===== config.mk =====
export PLATFORM = sky130hd
export DESIGN_NAME = prism_aux_bank_flat
export DESIGN_NICKNAME = d
export VERILOG_FILES = /design/src/rtl/prism_aux_pkg.sv /design/src/rtl/prism_aux_bank_if.sv /design/src/rtl/prism_aux_counter.sv /design/src/rtl/prism_aux_bank.sv /design/src/flat_wrapper.sv
export SDC_FILE = /design/constraint.sdc
export NUM_CORES = 1
export LEC_CHECK = 0
export CAP_MARGIN = 30
export CORE_MARGIN = 2
export CORE_UTILIZATION = 30
export DETAILED_ROUTE_END_ITERATION = 8
export PLACE_DENSITY = 0.5
export SYNTH_ARGS = -nofsm -noshare
export SYNTH_HDL_FRONTEND = slang
export SYNTH_HIERARCHICAL = 1
export SYNTH_SLANG_ARGS = --single-unit

===== constraint.sdc =====
create_clock -name clk -period 8 [get_ports clk]
set_input_delay 1.6 -clock clk [delete_from_list [all_inputs] [get_ports clk]]
set_output_delay 1.6 -clock clk [all_outputs]
set_load 0.05 [all_outputs]

===== src/rtl/prism_aux_pkg.sv =====
// Shared constants for the PRISM auxiliary bank: register word indices,
// CTRL/IRQ field positions and the counter mode encoding.
package prism_aux_pkg;

  typedef logic [31:0] word_t;

  // Word indices on the register port
  localparam logic [3:0] ADDR_CTRL  = 4'd0;
  localparam logic [3:0] ADDR_SHIFT = 4'd1;
  localparam logic [3:0] ADDR_IRQ   = 4'd2;
  localparam int         CNT_BASE   = 4;

  // CTRL field positions
  localparam int CTRL_DIR_BIT   = 0;
  localparam int CTRL_SEL_LSB   = 4;
  localparam int CTRL_SEL_W     = 3;
  localparam int CTRL_MODE_LSB  = 8;
  localparam int CTRL_CHAIN_LSB = 16;

  // IRQ field positions
  localparam int IRQ_MASK_LSB = 16;

  // Counter mode encoding
  localparam logic MODE_DOWN = 1'b0;
  localparam logic MODE_UP   = 1'b1;

  // Each counter occupies two words: preload/compare, then count
  function automatic logic [3:0] preload_addr(input int k);
    return 4'(CNT_BASE + 2 * k);
  endfunction

  function automatic logic [3:0] count_addr(input int k);
    return 4'(CNT_BASE + 2 * k + 1);
  endfunction

endpackage


===== src/rtl/prism_aux_bank_if.sv =====
// 32-bit register port between the TinyQV peripheral decode (master)
// and the auxiliary bank (slave). Read data is combinational.
interface prism_aux_bank_if;
  import prism_aux_pkg::*;

  logic [3:0] reg_addr;
  logic       reg_wr;
  word_t      reg_wdata;
  word_t      reg_rdata;

  modport master (
    output reg_addr,
    output reg_wr,
    output reg_wdata,
    input  reg_rdata
  );

  modport slave (
    input  reg_addr,
    input  reg_wr,
    input  reg_wdata,
    output reg_rdata
  );

endinterface


===== src/rtl/prism_aux_counter.sv =====
// One auxiliary counter: down-to-zero or up-to-compare, with its own
// preload/compare register, mode bit, terminal flag and rising-edge detect.
module prism_aux_counter
  import prism_aux_pkg::*;
#(
  parameter int CNT_W = 24
) (
  input  logic             clk,
  input  logic             rst,
  input  logic             halt,
  input  logic             enable,
  input  logic             step,
  input  logic             load,
  input  logic             mode_wr,
  input  logic             mode_d,
  input  logic             pre_wr,
  input  logic [CNT_W-1:0] pre_d,
  output logic             mode,
  output logic [CNT_W-1:0] count,
  output logic [CNT_W-1:0] preload,
  output logic             term,
  output logic             term_rise
);

  logic term_prev;

  // Mode and preload/compare are plain register-port fields
  always_ff @(posedge clk or posedge rst) begin
    if (rst) begin
      mode    <= MODE_DOWN;
      preload <= '0;
    end else begin
      if (mode_wr) mode <= mode_d;
      if (pre_wr)  preload <= pre_d;
    end
  end

  // Count update; step together with load is a hold, down mode saturates at 0
  always_ff @(posedge clk or posedge rst) begin
    if (rst) begin
      count <= '0;
    end else if (!halt) begin
      if (step && !load) begin
        if (mode == MODE_UP)
          count <= count + CNT_W'(1);
        else if (count != '0)
          count <= count - CNT_W'(1);
      end else if (load && !step && enable) begin
        count <= (mode == MODE_UP) ? '0 : preload;
      end
    end
  end

  assign term = (mode == MODE_UP) ? (count == preload) : (count == '0);

  // Previous terminal state resets high so reset itself is not an edge
  always_ff @(posedge clk or posedge rst) begin
    if (rst) term_prev <= 1'b1;
    else     term_prev <= term;
  end

  assign term_rise = term & ~term_prev;

endmodule


===== src/rtl/prism_aux_bank.sv =====
// PRISM auxiliary bank: NUM_CNT counters, a selectable-input shifter,
// an output latch, maskable per-counter interrupts and a register port.
// Optional counter cascade is built when PRISM_AUX_CHAIN_EN is defined.
module prism_aux_bank
  import prism_aux_pkg::*;
#(
  parameter int NUM_CNT   = 2,
  parameter int CNT_W     = 24,
  parameter int SHIFT_W   = 8,
  parameter int COMM_IN_W = 4,
  parameter int LATCH_W   = 4
) (
  input  logic                 clk,
  input  logic                 rst,
  input  logic                 halt,
  input  logic                 enable,
  input  logic [NUM_CNT-1:0]   cnt_step,
  input  logic [NUM_CNT-1:0]   cnt_load,
  output logic [NUM_CNT-1:0]   cnt_term,
  input  logic                 shift_en,
  input  logic [COMM_IN_W-1:0] comm_in,
  output logic                 shift_out,
  input  logic                 latch_en,
  input  logic [LATCH_W-1:0]   latch_d,
  output logic [LATCH_W-1:0]   latch_q,
  prism_aux_bank_if.slave      bus,
  output logic                 irq
);

  logic                    wr_ctrl, wr_shift, wr_irq;
  logic [NUM_CNT-1:0]      wr_pre;
  logic [NUM_CNT-1:0]      mode, term, term_rise, step_eff, chain;
  logic [NUM_CNT-1:0]      pending, mask;
  logic [CNT_W-1:0]        cnt_val [NUM_CNT];
  logic [CNT_W-1:0]        pre_val [NUM_CNT];
  logic                    shift_dir;
  logic [CTRL_SEL_W-1:0]   comm_sel;
  logic [SHIFT_W-1:0]      sreg;
  logic                    shift_in;
  word_t                   rdata;

  assign wr_ctrl  = bus.reg_wr && (bus.reg_addr == ADDR_CTRL);
  assign wr_shift = bus.reg_wr && (bus.reg_addr == ADDR_SHIFT);
  assign wr_irq   = bus.reg_wr && (bus.reg_addr == ADDR_IRQ);

  // Per-counter preload write strobes
  always_comb begin
    wr_pre = '0;
    for (int k = 0; k < NUM_CNT; k++)
      wr_pre[k] = bus.reg_wr && (bus.reg_addr == preload_addr(k));
  end

`ifdef PRISM_AUX_CHAIN_EN
  // Chain enables; the last counter has nothing to feed so its bit stays 0
  always_ff @(posedge clk or posedge rst) begin
    if (rst) begin
      chain <= '0;
    end else if (wr_ctrl) begin
      for (int k = 0; k < NUM_CNT; k++)
        chain[k] <= (k < NUM_CNT - 1) ? bus.reg_wdata[CTRL_CHAIN_LSB + k] : 1'b0;
    end
  end

  // A terminal rising edge on counter k adds one step to counter k+1
  always_comb begin
    step_eff = cnt_step;
    for (int k = 1; k < NUM_CNT; k++)
      step_eff[k] = cnt_step[k] | (chain[k-1] & term_rise[k-1]);
  end
`else
  assign chain    = '0;
  assign step_eff = cnt_step;
`endif

  for (genvar k = 0; k < NUM_CNT; k++) begin : g_cnt
    prism_aux_counter #(.CNT_W(CNT_W)) u_cnt (
      .clk       (clk),
      .rst       (rst),
      .halt      (halt),
      .enable    (enable),
      .step      (step_eff[k]),
      .load      (cnt_load[k]),
      .mode_wr   (wr_ctrl),
      .mode_d    (bus.reg_wdata[CTRL_MODE_LSB + k]),
      .pre_wr    (wr_pre[k]),
      .pre_d     (bus.reg_wdata[CNT_W-1:0]),
      .mode      (mode[k]),
      .count     (cnt_val[k]),
      .preload   (pre_val[k]),
      .term      (term[k]),
      .term_rise (term_rise[k])
    );
  end

  assign cnt_term = term;

  // Pending bits: a fresh terminal edge beats a same-cycle write-1-to-clear
  always_ff @(posedge clk or posedge rst) begin
    if (rst) begin
      pending <= '0;
      mask    <= '0;
    end else begin
      pending <= (pending & ~(wr_irq ? bus.reg_wdata[NUM_CNT-1:0] : '0)) | term_rise;
      if (wr_irq) mask <= bus.reg_wdata[IRQ_MASK_LSB +: NUM_CNT];
    end
  end

  assign irq = |(pending & mask);

  // CTRL shifter fields
  always_ff @(posedge clk or posedge rst) begin
    if (rst) begin
      shift_dir <= 1'b0;
      comm_sel  <= '0;
    end else if (wr_ctrl) begin
      shift_dir <= bus.reg_wdata[CTRL_DIR_BIT];
      comm_sel  <= bus.reg_wdata[CTRL_SEL_LSB +: CTRL_SEL_W];
    end
  end

  // Serial input select; out-of-range selections fall back to comm_in[0]
  always_comb begin
    shift_in = comm_in[0];
    for (int i = 0; i < COMM_IN_W; i++)
      if (comm_sel == CTRL_SEL_W'(i)) shift_in = comm_in[i];
  end

  // Shift register; a register write takes priority over a shift
  always_ff @(posedge clk or posedge rst) begin
    if (rst) begin
      sreg <= '0;
    end else if (wr_shift) begin
      sreg <= bus.reg_wdata[SHIFT_W-1:0];
    end else if (shift_en && !halt) begin
      if (shift_dir) sreg <= {shift_in, sreg[SHIFT_W-1:1]};
      else           sreg <= {sreg[SHIFT_W-2:0], shift_in};
    end
  end

  assign shift_out = shift_dir ? sreg[0] : sreg[SHIFT_W-1];

  // Output latch
  always_ff @(posedge clk or posedge rst) begin
    if (rst)                  latch_q <= '0;
    else if (latch_en && !halt) latch_q <= latch_d;
  end

  // Read mux; unmapped words and unused bits return 0
  always_comb begin
    rdata = '0;
    case (bus.reg_addr)
      ADDR_CTRL: begin
        rdata[CTRL_DIR_BIT]                 = shift_dir;
        rdata[CTRL_SEL_LSB +: CTRL_SEL_W]   = comm_sel;
        rdata[CTRL_MODE_LSB +: NUM_CNT]     = mode;
        rdata[CTRL_CHAIN_LSB +: NUM_CNT]    = chain;
      end
      ADDR_SHIFT: rdata[SHIFT_W-1:0] = sreg;
      ADDR_IRQ: begin
        rdata[NUM_CNT-1:0]              = pending;
        rdata[IRQ_MASK_LSB +: NUM_CNT]  = mask;
      end
      default: begin
        for (int k = 0; k < NUM_CNT; k++) begin
          if (bus.reg_addr == preload_addr(k)) rdata[CNT_W-1:0] = pre_val[k];
          if (bus.reg_addr == count_addr(k))   rdata[CNT_W-1:0] = cnt_val[k];
        end
      end
    endcase
  end

  assign bus.reg_rdata = rdata;

endmodule


===== src/flat_wrapper.sv =====
// flat-port wrapper written by rule: the top's interface ports become plain ports
module prism_aux_bank_flat import prism_aux_pkg::*;
#(
  parameter int NUM_CNT   = 2,
  parameter int CNT_W     = 24,
  parameter int SHIFT_W   = 8,
  parameter int COMM_IN_W = 4,
  parameter int LATCH_W   = 4
)
  (clk, rst, halt, enable, cnt_step, cnt_load, cnt_term, shift_en, comm_in, shift_out, latch_en, latch_d, latch_q, irq, bus_reg_addr, bus_reg_wr, bus_reg_wdata, bus_reg_rdata);
  prism_aux_bank_if bus_i ();
  input  logic clk;
  input  logic rst;
  input  logic halt;
  input  logic enable;
  input  logic [NUM_CNT-1:0] cnt_step;
  input  logic [NUM_CNT-1:0] cnt_load;
  output logic [NUM_CNT-1:0] cnt_term;
  input  logic shift_en;
  input  logic [COMM_IN_W-1:0] comm_in;
  output logic shift_out;
  input  logic latch_en;
  input  logic [LATCH_W-1:0] latch_d;
  output logic [LATCH_W-1:0] latch_q;
  output logic irq;
  input wire logic [$bits(bus_i.reg_addr)-1:0] bus_reg_addr;
  input wire logic [$bits(bus_i.reg_wr)-1:0] bus_reg_wr;
  input wire logic [$bits(bus_i.reg_wdata)-1:0] bus_reg_wdata;
  output wire logic [$bits(bus_i.reg_rdata)-1:0] bus_reg_rdata;
  assign bus_i.reg_addr = bus_reg_addr;
  assign bus_i.reg_wr = bus_reg_wr;
  assign bus_i.reg_wdata = bus_reg_wdata;
  assign bus_reg_rdata = bus_i.reg_rdata;
  prism_aux_bank #(.NUM_CNT(NUM_CNT), .CNT_W(CNT_W), .SHIFT_W(SHIFT_W), .COMM_IN_W(COMM_IN_W), .LATCH_W(LATCH_W)) u_core (.clk(clk), .rst(rst), .halt(halt), .enable(enable), .cnt_step(cnt_step), .cnt_load(cnt_load), .cnt_term(cnt_term), .shift_en(shift_en), .comm_in(comm_in), .shift_out(shift_out), .latch_en(latch_en), .latch_d(latch_d), .latch_q(latch_q), .bus(bus_i), .irq(irq));
endmodule

==> results of run 1 <==
==> kinds of logic after synthesis <==
family	Yosys count
other	1
adder cells (fa/ha/maj)	46
AO/OA/AOI/OAI	292
multiplexers	90
flip-flops	120
XOR/XNOR	82
AND/OR/NAND/NOR	272
buffers and inverters	77
==> sequential cells by signal (all words and copies together) (netlist names) <==
name / cells
u_core/g_cnt.u_cnt/preload: 48
u_core/g_cnt.u_cnt/term_prev: 2
u_core/mask: 2
u_core/shift_dir: 1
u_core/latch_q: 4
u_core/g_cnt.u_cnt/count: 48
u_core/pending: 2
u_core/g_cnt.u_cnt/mode: 2
u_core/sreg: 8
u_core/comm_sel: 3
==> per-layer routing <==
layer / vias up / routed length (um) / track usage
li1: 3781 / - / -
met1: 3910 / 14300 / 0.261
met2: 152 / 13700 / 0.287
met3: 30 / 760 / 0.0208
met4: 0 / 597 / 0.0532
met5: - / 0 / 0
==> worst paths after layout <==
path / from / endpoint / slack (ns) / depth (start not counted)
worst max-delay path: bus_reg_addr[1] / bus_reg_rdata[9] / 2.03 / 6
worst min-delay path: u_core/latch_q[2] / u_core/latch_q[2] / 0.50 / 1
worst max register to register: u_core/g_cnt[0].u_cnt/mode / u_core/g_cnt[0].u_cnt/count[22] / 4.43 / 11
worst min register to register: u_core/latch_q[2] / u_core/latch_q[2] / 0.50 / 1
max in group asynchronous: rst / u_core/sreg[4] / 5.68 / 2
min in group asynchronous: rst / u_core/comm_sel[1] / 1.79 / 2
==> worst max-delay path: stages <==
cell             delay, ns
clkdlybuf4s50_1       0.88
buf_4                 0.41
mux4_2                0.25
nand2_1               0.05
a21oi_1               0.28
clkdlybuf4s50_1       0.87
==> power breakdown <==
part | internal, mW | switching, mW
Sequential | 0.773 | 0.318
Clock | 0.440 | 0.281
Combinational | 0.810 | 1.00
Total | 2.02 | 1.60
==> synthesized netlist by cell type, types with 6 or more instances <==
| cell | instances |
|---|---|
| and3_1 | 12 |
| a21oi_1 | 69 |
| mux2i_1 | 17 |
| o21a_1 | 10 |
| xnor2_1 | 40 |
| a21o_2 | 6 |
| xor2_1 | 42 |
| a21oi_2 | 6 |
| nand2_1 | 81 |
| buf_6 | 8 |
| dfrtp_1 | 118 |
| mux4_2 | 21 |
| nor2b_1 | 13 |
| and2_1 | 18 |
| nand4_1 | 10 |
| nor4_1 | 16 |
| o21ai_2 | 8 |
| a211oi_1 | 10 |
| ha_1 | 44 |
| nor2_1 | 63 |
| buf_4 | 10 |
| nor3_1 | 10 |
| buf_2 | 9 |
| o21ai_0 | 54 |
| a221oi_1 | 11 |
| a21o_1 | 28 |
| o21bai_1 | 7 |
| nand3b_1 | 7 |
| a31oi_1 | 25 |
| nand2b_1 | 6 |
| clkbuf_1 | 17 |
| inv_1 | 26 |
| nand3_1 | 20 |
| o22ai_1 | 6 |
| mux2_2 | 52 |
==> metrics by stage <==
| stage | setup WS, ns | std cells | power [mW] | hold WS (ns) |
|---|---|---|---|---|
| after global placement | 1.99 | 1422 | 2.89 | 0.490 |
| after floorplan | 3.25 | 987 | 2.39 | 0.466 |
| after global routing | 1.92 | 1455 | 3.90 | 0.527 |
| final | 2.03 | 1455 | 3.63 | 0.504 |
| after CTS | 2.01 | 1455 | 3.64 | 0.511 |
| after detailed placement | 2.02 | 1423 | 2.90 | 0.497 |
==> layout make-up <==
type	instances	area [um2]	area share
Multi-Input combinational cell	790	5940	0.542
Sequential cell	120	3010	0.274
Timing Repair Buffer	89	871	0.0795
Tap cell	396	495	0.0452
Clock buffer	23	468	0.0427
Inverter	28	105	0.00959
Clock inverter	9	75.1	0.00685
==> run_results.csv, run 1 <==
group,metric,value,unit
floorplanning,die_h,180,um
global_routing,grt_max_degree,51,
worst_setup_path,timing_worst_setup_path_type,"in -> out",
timing,setup_viol,0,
run,cap_violations,0,
timing,setup_tns,0,ns
routing,drt-vias-per-instance,5.41,
routing,initialDrtViolationCount,623,
clocking,postCtsHoldBufs,0,
clocking,clock_latency,0.41,ns
finish,drive_gt1_frac,0.151,
floorplanning,die_w,180,um
timing,relSlewSlack,0.286,
power_and_ir_drop,p_per_area,331,nW/um2
global_routing,grt_usage,0.182,
synthesis,yosys.area.top_type,"dfrtp_1",
synthesis,synth_edf_count,0,
placed_design,portBuffers,78,
global_routing,antenna_found_initial,0,
synthesis,synth_mux_area_frac,0.132,
global_routing,overflow,0,
finish,fin_util,0.358,
placed_design,dp_hpwl,22000,um
synthesis,syn_inst,980,
synthesis,ys_seq_area_frac,0.322,
power_and_ir_drop,leakagePower,4.55,nW
finish,num_antenna_cells,0,
power_and_ir_drop,peakVddDrop,0.160,mV
synthesis,synth_compound_area_frac,0.214,
worst_setup_path,crit_required,6.40,ns
routing,ant_nets,0,
placed_design,routabilityCongestion,0.822,
timing,finalCritPeriodShare,0.746,
synthesis,synth_top_family_by_area,"compound AO/OA/AOI/OAI gates",
finish,nets,1147,
timing,fin_crit,5.97,ns
finish,final_common_cell,"dfrtp_1",
timing,slew_violations,0,
clocking,ctsResizeCount,0,
floorplanning,ioPinCount,95,
clocking,cts_sinks,120,
synthesis,ys_ff_latch,120,
finish,area_growth,17.4,%
outcome,status,"completed",
worst_setup_path,cp-start-kind,"input pin",
clocking,numCtsBuffers,17,
synthesis,synthAdderAreaFrac,0.0633,
clocking,cts_tree,"yes",
synthesis,yosys.area_share.xor_xnor,0.0769,
worst_setup_path,crit_fanout,20,
timing,worstMarginPinSlew,1.07,ns
routing,drt-total-wl,29300,um
routing,wl_per_cell,20.1,um
clocking,clkSlewWorstSetupHoldPaths,0.05,ns
timing,hold_viol_final,0,
timing,fmax,168,MHz
global_routing,grt_pass1_vias,7660,
synthesis,synth_top_area_frac,0.316,
routing,vias,7873,
global_routing,grt_pass1_wl,46300,um
finish,fillers,3167,
synthesis,yosysUniqueCellTypes,71,
synthesis,netlist_area,9330,um2
floorplanning,dieArea,32500,um2
floorplanning,initial_core_util,0.305,
worst_setup_path,critPathCaptureType,"output port",
synthesis,async_reset_ff_frac,1.00,
synthesis,avgSynthCellArea,9.52,um2
timing,rsz0062_at_grt,"false",
routing,first_pass_iters,5,
placed_design,placed_area,10400,um2
finish,mostFrequentLayoutCells,"dfrtp_1, nand2_1, clkdlybuf4s50_1, a21oi_1, nor2_1",
synthesis,ys_warn_count,6,
clocking,cts_root_buf,"clkbuf_16",
timing,fin_worst_skew,0.00806,ns
floorplanning,core-area,30600,um2
clocking,cts-htree-levels,4,
clocking,clock_path_buffers,2,
worst_setup_path,critPathArrivalTime,4.37,ns
floorplanning,rows,64,
finish,design_area,11000,um2
synthesis,synth_simple_gate_area_frac,0.146,
clocking,cts_setup_buffers,0,
routing,route.detailed.drc,0,
synthesis,ys.flop_type,"dfrtp_1",
synthesis,synth_area_leaders,"dfrtp_1, mux2_2, ha_1, mux4_2, xor2_1",
worst_hold_path,hp-class,"reg -> reg",
Note: power is estimated with default switching activity, not from simulation.
==> run 2: changes to the inputs <==
--- a/config.mk
+++ b/config.mk
@@ -9,7 +9,7 @@
 export CORE_MARGIN = 2
 export CORE_UTILIZATION = 30
 export DETAILED_ROUTE_END_ITERATION = 8
-export PLACE_DENSITY = 0.5
+export PLACE_DENSITY = 0.51
 export SYNTH_ARGS = -nofsm -noshare
 export SYNTH_HDL_FRONTEND = slang
 export SYNTH_HIERARCHICAL = 1
==> constraint.sdc (replaced) <==
create_clock -name clk -period 5 [get_ports clk]
set_input_delay 1 -clock clk [delete_from_list [all_inputs] [get_ports clk]]
set_output_delay 1 -clock clk [all_outputs]
set_load 0.05 [all_outputs]
==> run 2 against run 1 <==
Against the previous run: die area is the same; critical endpoint is now cnt_term[1]; hold slack worse by 0.0022 ns; sequential cell count did not move.
==> run_results.csv, run 2 (synthesis results as in run 1) <==
group,metric,value,unit
worst_hold_path,hold_path_depth,1,
worst_setup_path,critPathArrivalTime,2.92,ns
timing,slew_violations,0,
worst_setup_path,timing_worst_setup_path_type,"reg -> out",
timing,worstMarginPinSlew,1.03,ns
worst_setup_path,critPathCaptureType,"output port",
clocking,clkSlewWorstSetupHoldPaths,0.06,ns
timing,fin_crit,3.92,ns
clocking,cts_root_buf,"clkbuf_16",
routing,ant_nets,0,
worst_hold_path,min_delay_worst_endpoint,"u_core/latch_q[0]",
placed_design,dpl.cell_count,1428,
clocking,clock_path_buffers,2,
finish,fillers,3120,
finish,nets,1152,
finish,area_growth,19.2,%
global_routing,grt_pass1_vias,7658,
global_routing,grt_pass1_wl,45700,um
routing,vias,7846,
power_and_ir_drop,leakagePower,4.66,nW
finish,finalNonFillerCells,1460,
placed_design,placed_area,10500,um2
power_and_ir_drop,peakVddDrop,0.242,mV
worst_setup_path,r2r-start,"u_core/g_cnt[0].u_cnt/mode",
timing,rsz0062_at_grt,"false",
timing,relSlewSlack,0.315,
floorplanning,die_w,180,um
timing,finalCritPeriodShare,0.785,
routing,drt-total-wl,29100,um
worst_setup_path,cp-start-kind,"flop",
run,cap_violations,0,
finish,num_antenna_cells,0,
outcome,status,"completed",
routing,drt-vias-per-instance,5.37,
finish,mostFrequentLayoutCells,"dfrtp_1, nand2_1, a21oi_1, nor2_1, o21ai_0",
worst_setup_path,crit_fanout,6,
clocking,numCtsBuffers,17,
timing,fin_worst_skew,0.00884,ns
floorplanning,dieArea,32500,um2
worst_setup_path,r2r_slack,1.31,ns
floorplanning,ioPinCount,95,
routing,wl_per_cell,19.9,um
clocking,cts_setup_buffers,0,
finish,drive_gt1_frac,0.180,
clocking,clock_latency,0.42,ns
worst_hold_path,min_from,"u_core/latch_q[0]",
routing,initialDrtViolationCount,602,
worst_setup_path,crit_required,4.00,ns
placed_design,routabilityCongestion,0.827,
global_routing,grt_max_degree,37,
clocking,cts_tree,"yes",
global_routing,overflow,0,
floorplanning,rows,64,
finish,design_area,11100,um2
worst_setup_path,regToRegEndpoint,"u_core/g_cnt[0].u_cnt/count[17]",
timing,hold_viol_final,0,
power_and_ir_drop,p_per_area,531,nW/um2
routing,first_pass_iters,5,
floorplanning,initial_core_util,0.305,
timing,setup_viol,0,
worst_hold_path,hp-class,"reg -> reg",
routing,route.detailed.drc,0,
clocking,cts-htree-levels,4,
placed_design,portBuffers,78,
worst_setup_path,reg2reg_depth,11,
timing,fmax,255,MHz
finish,final_common_cell,"dfrtp_1",
global_routing,antenna_found_initial,0,
global_routing,grt_usage,0.179,
floorplanning,core-area,30600,um2
placed_design,dp_hpwl,22300,um
clocking,postCtsHoldBufs,0,
clocking,ctsResizeCount,0,
floorplanning,die_h,180,um
timing,setup_tns,0,ns
clocking,cts_sinks,120,
finish,top_regs,"u_core/g_cnt.u_cnt/count (48), u_core/g_cnt.u_cnt/preload (48), u_core/sreg (8)",
==> run 2: cell types whose count changed in the layout (fill, tap and decap cells not counted), sizes merged <==
cell,delta
clkinvlp,+4
bufinv,+1
clkinv,-4
clkdlybuf4s50,-24
buf,+29
clkbuf,-1
==> run 2: area by class of cell <==
cell class                 instances  area, um2  share of cell area
clock buffer                      22        484              0.0435
inverter                          28        105             0.00944
sequential                       120       3010               0.270
timing repair buffer              94        986              0.0886
clock inverter                    10        119              0.0107
tap                              396        495              0.0445
multi-input combinational        790       5940               0.533
==> run 2: worst max path at each step <==
stage                                                from          endpoint  slack, ns  cells after the start
after floorplan                           bus_reg_addr[0]  bus_reg_rdata[1]       1.45                      4
after global placement                    bus_reg_addr[0]  bus_reg_rdata[8]       1.05                      6
after detailed placement                  bus_reg_addr[0]  bus_reg_rdata[8]       1.04                      6
after CTS                                 bus_reg_addr[0]  bus_reg_rdata[8]       1.04                      6
after global routing      u_core/g_cnt[0].u_cnt/count[22]       cnt_term[0]       0.88                      6
final                     u_core/g_cnt[1].u_cnt/count[22]       cnt_term[1]       1.08                      6
==> run 2: per-stage QoR <==
step	power [mW]	hold WS (ns)	util	worst slack, ns
global route	6.34	0.527	0.364	0.881
global placement	4.64	0.490	0.344	1.05
finish	5.91	0.502	0.364	1.08
CTS	5.93	0.508	0.364	1.04
detailed placement	4.66	0.494	0.344	1.04
floorplan	3.83	0.466	-	1.45
==> run 2: metal layers <==
metal	up-vias	share of wire	track usage
li1	3783	-	-
met1	3865	0.48	0.253
met2	169	0.46	0.287
met3	29	0.036	0.0245
met4	0	0.019	0.0500
met5	-	0	0
==> run 2: worst max-delay path, cell delays in order (launching register included) <==
cell and delay, ns:
dfrtp_1 0.52, xor2_1 0.21, nor4_1 0.35, nand3_1 0.12
nor3_1 0.15, a41o_1 0.29, clkdlybuf4s50_1 0.86
==> run 2: power breakdown <==
group,internal (mW),switching (mW)
combinational,1.32,1.61
clock,0.786,0.460
sequential,1.24,0.504
==> run 3: changes to the inputs <==
==> constraint.sdc (replaced) <==
create_clock -name clk -period 3.6 [get_ports clk]
set_input_delay 0.72 -clock clk [delete_from_list [all_inputs] [get_ports clk]]
set_output_delay 0.72 -clock clk [all_outputs]
set_load 0.05 [all_outputs]
==> run 3 against run 2 <==
Against the previous run: count of clock-buffer cells in the layout fell by 4; via count increased by 1.4%; register-to-register slack got worse by 0.91 ns; sequential cell count unchanged; cell area rose by 2.8%; total power is 41% higher; sequential share of layout area fell by 0.75 points; die area unchanged; core utilization increased by 1.0 points; clock power grew 37%; critical endpoint is now cnt_term[0]; largest cell class unchanged; largest power group unchanged.
==> run_results.csv, run 3 (synthesis results as in run 1) <==
group,metric,value,unit
finish,drive_gt1_frac,0.198,
timing,finalCritPeriodShare,0.962,
worst_setup_path,cp-startpoint,"u_core/g_cnt[0].u_cnt/count[12]",
finish,design_area,11400,um2
finish,final_common_cell,"dfrtp_1",
routing,wl_per_cell,19.8,um
floorplanning,die_h,180,um
floorplanning,ioPinCount,95,
floorplanning,rows,64,
run,cap_violations,0,
worst_setup_path,r2r-start,"u_core/g_cnt[1].u_cnt/mode",
timing,relSlewSlack,0.458,
worst_setup_path,crit_required,2.88,ns
worst_hold_path,min_from,"u_core/latch_q[0]",
routing,ant_nets,0,
timing,setup_tns,0,ns
global_routing,antenna_found_initial,0,
placed_design,dpl.cell_count,1449,
timing,worstMarginPinSlew,0.812,ns
worst_setup_path,critPathCaptureType,"output port",
clocking,numCtsBuffers,17,
clocking,cts-htree-levels,4,
power_and_ir_drop,leakagePower,4.81,nW
floorplanning,die_w,180,um
timing,setup_viol,0,
worst_hold_path,hp-class,"reg -> reg",
routing,route.detailed.drc,0,
routing,initialDrtViolationCount,676,
global_routing,grt_max_degree,28,
clocking,clkSlewWorstSetupHoldPaths,0.06,ns
finish,mostFrequentLayoutCells,"dfrtp_1, nand2_1, a21oi_1, nor2_1, o21ai_0",
power_and_ir_drop,peakVddDrop,0.344,mV
global_routing,grt_pass1_vias,7883,
timing,hold_viol_final,0,
power_and_ir_drop,p_per_area,726,nW/um2
placed_design,portBuffers,78,
outcome,status,"completed",
timing,fmax,289,MHz
finish,num_antenna_cells,0,
timing,slew_violations,0,
clocking,ctsResizeCount,0,
clocking,cts_sinks,120,
placed_design,pre_cts_slack,0.380,ns
global_routing,overflow,0,
placed_design,dp_hpwl,23000,um
clocking,cts_tree,"yes",
timing,rsz0062_at_grt,"false",
timing,fin_ws,0.138,ns
clocking,clock_latency,0.42,ns
worst_hold_path,hold_path_depth,1,
worst_setup_path,timing_worst_setup_path_type,"reg -> out",
finish,nets,1173,
global_routing,grt_usage,0.181,
routing,first_pass_iters,5,
placed_design,routabilityCongestion,0.839,
timing,fin_crit,3.46,ns
finish,finalNonFillerCells,1481,
worst_setup_path,r2r_slack,0.40,ns
floorplanning,dieArea,32500,um2
worst_setup_path,critPathArrivalTime,2.74,ns
placed_design,placed_area,10900,um2
routing,drt-total-wl,29400,um
floorplanning,core-area,30600,um2
clocking,cts_root_buf,"clkbuf_16",
worst_hold_path,min_delay_worst_endpoint,"u_core/latch_q[0]",
floorplanning,initial_core_util,0.305,
routing,vias,7956,
worst_setup_path,regToRegEndpoint,"u_core/g_cnt[1].u_cnt/count[22]",
timing,fin_worst_skew,0.00823,ns
global_routing,grt_pass1_wl,46200,um
clocking,cts_setup_buffers,0,
finish,area_growth,22.6,%
worst_setup_path,crit_fanout,5,
routing,drt-vias-per-instance,5.37,
clocking,postCtsHoldBufs,0,
clocking,clock_path_buffers,2,
finish,top_regs,"u_core/g_cnt.u_cnt/count (48), u_core/g_cnt.u_cnt/preload (48), u_core/sreg (8)",
worst_setup_path,cp-start-kind,"flop",
worst_setup_path,reg2reg_depth,11,
## run 3: through the flow
stage / power (mW) / hold slack (ns) / utilization
after floorplan: 5.32 / 0.466 / -
after global placement: 6.55 / 0.491 / 0.355
after detailed placement: 6.58 / 0.494 / 0.355
after CTS: 8.32 / 0.508 / 0.374
after global routing: 8.90 / 0.533 / 0.374
final: 8.31 / 0.501 / 0.374
## run 3: worst max-delay path by stage
stage	to	slack (ns)	cells past startpoint
after detailed placement	bus_reg_rdata[0]	0.38	7
after global placement	bus_reg_rdata[14]	0.38	5
final	cnt_term[0]	0.14	6
after global routing	cnt_term[0]	0.006	6
after CTS	cnt_term[0]	0.12	6
after floorplan	u_core/g_cnt[0].u_cnt/count[13]	0.16	11
## run 3: area by class of cell
cell class              instances  area (um2)
clock buffers                  18         439
clock inverters                14         150
fillers                      3114       19100
inverters                      28         105
multi-input cells             790        5940
flip-flops and latches        120        3010
well taps                     396         495
repair buffers                115        1320
## run 3: power by group
group          switching [mW]  leakage (nW)  total, mW  internal, mW
logic                    2.30          3.07       4.21          1.92
clock network           0.666         0.283       1.71          1.04
registers               0.671          1.46       2.39          1.72
total                    3.63          4.81       8.31          4.68
## run 3: metal layers
layer  global-route usage  routed length [um]
met5                    0                   0
met4               0.0416                 280
met3               0.0200                 876
met2                0.296               13900
met1                0.258               14300
## run 3: critical path, cell delays in order, from the launching register on
cell	delay (ns)
dfrtp_1	0.45
xor2_1	0.19
nor4_1	0.31
nand3_1	0.12
nor3_1	0.14
a41o_1	0.28
clkdlybuf4s50_1	0.84
